$ cat src/rtl/time_split_sequencer.sv
// Seconds-to-h:m:s converter by iterative subtraction: an hour phase, then a minute phase.
// Latency h+m+2 cycles (2..84); start is ignored while busy, out-of-range requests flag err in one cycle.
module time_split_sequencer #(
  parameter int SEC_W   = 17,
  parameter int MAX_SEC = 86399
) (
  input  logic             clk,
  input  logic             rst_n,
  input  logic             start,
  input  logic [SEC_W-1:0] total_sec,
  output logic             busy,
  output logic             done,
  output logic             err,
  output logic [4:0]       hour,
  output logic [5:0]       minute,
  output logic [5:0]       second
);

  typedef enum logic [1:0] {IDLE, HOUR, MIN} state_t;

  localparam logic [SEC_W-1:0] MAX_V  = SEC_W'(MAX_SEC);
  localparam logic [SEC_W-1:0] SEC_HR = SEC_W'(3600);
  localparam logic [SEC_W-1:0] SEC_MN = SEC_W'(60);

  state_t           state_q, state_d;
  logic [SEC_W-1:0] rem_q, rem_d;
  logic [4:0]       hcnt_q, hcnt_d;
  logic [5:0]       mcnt_q, mcnt_d;
  logic             busy_q, busy_d;
  logic             done_q, done_d;
  logic             err_q, err_d;
  logic [4:0]       hour_q, hour_d;
  logic [5:0]       minute_q, minute_d;
  logic [5:0]       second_q, second_d;

  always_comb begin
    state_d  = state_q;
    rem_d    = rem_q;
    hcnt_d   = hcnt_q;
    mcnt_d   = mcnt_q;
    busy_d   = busy_q;
    done_d   = 1'b0;
    err_d    = err_q;
    hour_d   = hour_q;
    minute_d = minute_q;
    second_d = second_q;
    case (state_q)
      IDLE: begin
        if (start) begin
          if (total_sec <= MAX_V) begin
            rem_d   = total_sec;
            hcnt_d  = '0;
            mcnt_d  = '0;
            err_d   = 1'b0;
            busy_d  = 1'b1;
            state_d = HOUR;
          end else begin
            // Reject without touching the previous result.
            err_d  = 1'b1;
            done_d = 1'b1;
          end
        end
      end
      HOUR: begin
        if (rem_q >= SEC_HR) begin
          rem_d  = rem_q - SEC_HR;
          hcnt_d = hcnt_q + 5'd1;
        end else begin
          state_d = MIN;
        end
      end
      MIN: begin
        if (rem_q >= SEC_MN) begin
          rem_d  = rem_q - SEC_MN;
          mcnt_d = mcnt_q + 6'd1;
        end else begin
          hour_d   = hcnt_q;
          minute_d = mcnt_q;
          second_d = rem_q[5:0];
          done_d   = 1'b1;
          busy_d   = 1'b0;
          state_d  = IDLE;
        end
      end
      default: state_d = IDLE;
    endcase
  end

  always_ff @(posedge clk or negedge rst_n) begin
    if (!rst_n) begin
      state_q  <= IDLE;
      rem_q    <= '0;
      hcnt_q   <= '0;
      mcnt_q   <= '0;
      busy_q   <= 1'b0;
      done_q   <= 1'b0;
      err_q    <= 1'b0;
      hour_q   <= '0;
      minute_q <= '0;
      second_q <= '0;
    end else begin
      state_q  <= state_d;
      rem_q    <= rem_d;
      hcnt_q   <= hcnt_d;
      mcnt_q   <= mcnt_d;
      busy_q   <= busy_d;
      done_q   <= done_d;
      err_q    <= err_d;
      hour_q   <= hour_d;
      minute_q <= minute_d;
      second_q <= second_d;
    end
  end

  assign busy   = busy_q;
  assign done   = done_q;
  assign err    = err_q;
  assign hour   = hour_q;
  assign minute = minute_q;
  assign second = second_q;

endmodule

$ cat config.mk
export PLATFORM = sky130hd
export DESIGN_NAME = time_split_sequencer
export DESIGN_NICKNAME = d
export VERILOG_FILES = /design/src/rtl/time_split_sequencer.sv
export SDC_FILE = /design/constraint.sdc
export NUM_CORES = 1
export LEC_CHECK = 0
export BUFFER_PORTS_ARGS = -buffer_cell sky130_fd_sc_hd__buf_2
export CAP_MARGIN = 10
export CORE_ASPECT_RATIO = 1.25
export CORE_UTILIZATION = 40
export CTS_BUF_LIST = sky130_fd_sc_hd__clkbuf_8
export CTS_CLUSTER_DIAMETER = 80
export DETAILED_ROUTE_END_ITERATION = 8
export SLEW_MARGIN = 20
export SYNTH_ARGS = -nofsm -noshare
export SYNTH_HDL_FRONTEND = slang
export SYNTH_SLANG_ARGS = --single-unit
$ cat constraint.sdc
create_clock -name clk -period 6.4 [get_ports clk]
set_input_delay 0.32 -clock clk [delete_from_list [all_inputs] [get_ports clk]]
set_output_delay 0.32 -clock clk [all_outputs]
set_load 0.02 [all_outputs]
==> impl_results.md <==
- Clk_lat worst skew: 0.30 ns
- ANT nets after route: 0
- Via count: 2468
- RePlAce Congestion: 0.858
- Area growth syn-to-layout: 10.8%
- Post-CTS Setup Bufs: 0
- Clock root cell: clkbuf_8
- Vias in the first global route: 2374
- Power Density: 426 nW/µm²
- Critical Path End Type: flop
- Hold WC Path Type: in -> async
- Cts hold-fix bufs: 0
- Final critical-path required period: 2.80 ns
- DP HPWL: 5010 µm
- Core footprint: 7440 µm²
- Row cnt: 35
- Clock sinks: 50
- Starting DRT DRC Count: 81
- CP cell instances: inv_1, ha_1, nand3_1, nor2_2, buf_4, a21oi_4, nand2_4, mux2_2
- Routed wire length: 6950 µm
- Worst-path maximum fanout: 24
- Max Fclk: 357 MHz
- Die Y: 100 µm
- Syn Nets: 342
- Setup TNS: 0 ns
- Most frequent cell after synthesis: dfrtp_1
- I/O pin cnt: 40
- First-pass DRT Iterations: 4
- Largest cells by area after synthesis: dfrtp_1 40%, mux2_2 9.1%, ha_1 4.8%
- #FFs+latches synth: 50
- Die Width: 80.7 µm
- Die area: 8110 µm²
- Synth area leader: dfrtp_1
- Maximum VDD drop: 0.000190 V
- Port-buffer cells: 39
- CP max stage delay: 0.74 ns
- Max clock buf depth: 2
- Mapped cell area: 3100 µm²
- Async SR Flop Fraction: 100%
- Post-synth top flop: dfrtp_1
- Measured slew at the worst slew-check pin: 0.942 ns
- Post-cts sizing count: 0
- Placed cell count: 425
- Synth top area share: 40.4%
- Total of max-cap violations: 0
- Period utilization: 43.7%
- Total gr overflow: 0
- Diodes inserted: 0
- Kind of critical path: reg -> reg
- DRC violations left: 0
- WP data arrival: 2.99 ns
- Drt wl/cell: 16.1 µm
- CTS tree: built
- Final #Nets: 372
- Avg Synthesized Cell Area: 10.0 µm²
- GRT Total Usage: 18.5%
- Type of origin of the critical path: flop
- Htree depth: 2
- Synth Warn #: 0
- Post-synth EDFFs: 0
- LEAKAGE: 1.59 nW
- Antenna violations before repair: 0
- Relative slew slack: 37.2%
- Global-route wire length before repair: 11600 µm
- Reg clk slew, reported paths: 0.09 ns
- CP max-delay cell: ha_1
- Initial Utilization: 41.6%
- Post-Layout Cell Count: 433
- Netlist cell types: 56
- Top cells by count, synth: 50 x dfrtp_1, 25 x mux2_2, 19 x nand2_1
- Layout cells sized above 1: 26.4%
- Final Setup Violations: 0
- CTS buffer count: 5
- Largest net degree at the start of global routing: 51
- Vias per inst: 5.70
- RSZ-0062 raised after global routing: false
- Hold Violations, Final: 0
- Cells after Synth: 310
- WP data required: 6.59 ns
- Slew Limit Fails: 0
- Worst Clk Skew: 0.00630 ns
- Outcome: complete, no violations
- Post-synthesis sequential area ratio: 40.4%
==> cells by family (layout without fill, tap and decap cells) <==
group,after synthesis,count (layout),share of synthesized area [%]
simple gates,91,91,16.9
compound gates,79,79,18.0
flops,50,50,40.4
mux,33,33,11.7
buf+inv,31,62,4.20
xor+xnor,14,14,3.95
fa+ha+maj,12,12,4.84
==> where the power goes <==
group          total [mW]  internal (mW)  switching (mW)
Combinational       0.763          0.332           0.432
Clock               0.184         0.0770           0.107
Sequential          0.517          0.396           0.120
==> metal layers <==
metal	vias up	wire length [µm]	global-route usage [%]	share of wire [%]
met5	-	0	0	0
met4	0	53	5.22	0.76
met3	4	202	2.73	2.9
met2	43	3590	32.2	52
met1	1223	3100	23.5	45
li1	1198	-	-	-
==> registers in the layout (all words and copies together), names as in the netlist <==
name	flops
second	6
state_q	2
mcnt_q	6
minute	6
rem_q	17
done	1
hour	5
hcnt_q	5
err	1
busy	1
==> through the flow <==
step / util (%) / setup WS, ns / hold slack, ns / instance area, µm² / power, mW
finish: 46.1 / 3.60 / 0.112 / 3430 / 1.46
global route: 46.1 / 3.29 / 0.162 / 3430 / 1.59
CTS: 46.1 / 3.60 / 0.139 / 3430 / 1.48
detailed placement: 44.9 / 3.61 / 0.466 / 3340 / 1.28
global placement: 44.9 / 3.71 / 0.463 / 3340 / 1.27
floorplan: - / 4.36 / 0.0244 / 3100 / 1.12
==> worst max-delay path: cells and delay by family, from the launching register on <==
| kind | cells | cell delay (ns) |
|---|---|---|
| AO/OA/AOI/OAI | 1 | 0.16 |
| adder cells (fa/ha/maj) | 1 | 0.74 |
| buffers and inverters | 2 | 0.44 |
| flip-flops | 1 | 0.42 |
| multiplexers | 1 | 0.35 |
| AND/OR/NAND/NOR | 3 | 0.56 |
==> worst paths after layout <==
path | startpoint | to | depth (start not counted) | slack (ns)
setup / recovery | state_q[0] | rem_q[12] | 8 | 3.60
hold / removal | rst_n | minute[4] | 2 | 0.11
setup reg to reg | state_q[0] | rem_q[12] | 8 | 3.60
hold reg to reg | err | err | 1 | 0.48
max in group asynchronous | rst_n | second[2] | 2 | 5.86
min in group clk | total_sec[5] | rem_q[5] | 3 | 0.32
==> final cells by class <==
class	count	area, µm²
well taps	92	115
multi-input cells	229	1720
clock inverters	3	21.3
repair buffers	41	210
inverters	13	48.8
flip-flops and latches	50	1250
fillers	721	4010
clock buffers	5	68.8
==> placed cells by master (no fill, tap or decap), types with 5 or more instances in the layout <==
| master | Yosys | final |
|---|---|---|
| nor3_1 | 7 | 7 |
| a21oi_1 | 13 | 13 |
| o21ai_0 | 16 | 16 |
| inv_1 | 11 | 11 |
| xnor2_1 | 7 | 7 |
| dfrtp_1 | 50 | 50 |
| nor2_1 | 15 | 15 |
| nand3_1 | 14 | 14 |
| buf_2 | 5 | 39 |
| a22oi_1 | 6 | 6 |
| xor2_1 | 7 | 7 |
| mux2_2 | 25 | 25 |
| clkbuf_8 | 0 | 5 |
| mux2i_1 | 7 | 7 |
| ha_1 | 12 | 12 |
| nand4_1 | 5 | 5 |
| nand2_1 | 19 | 19 |
| a31oi_1 | 11 | 11 |
Note: power is estimated with default switching activity, not from simulation.
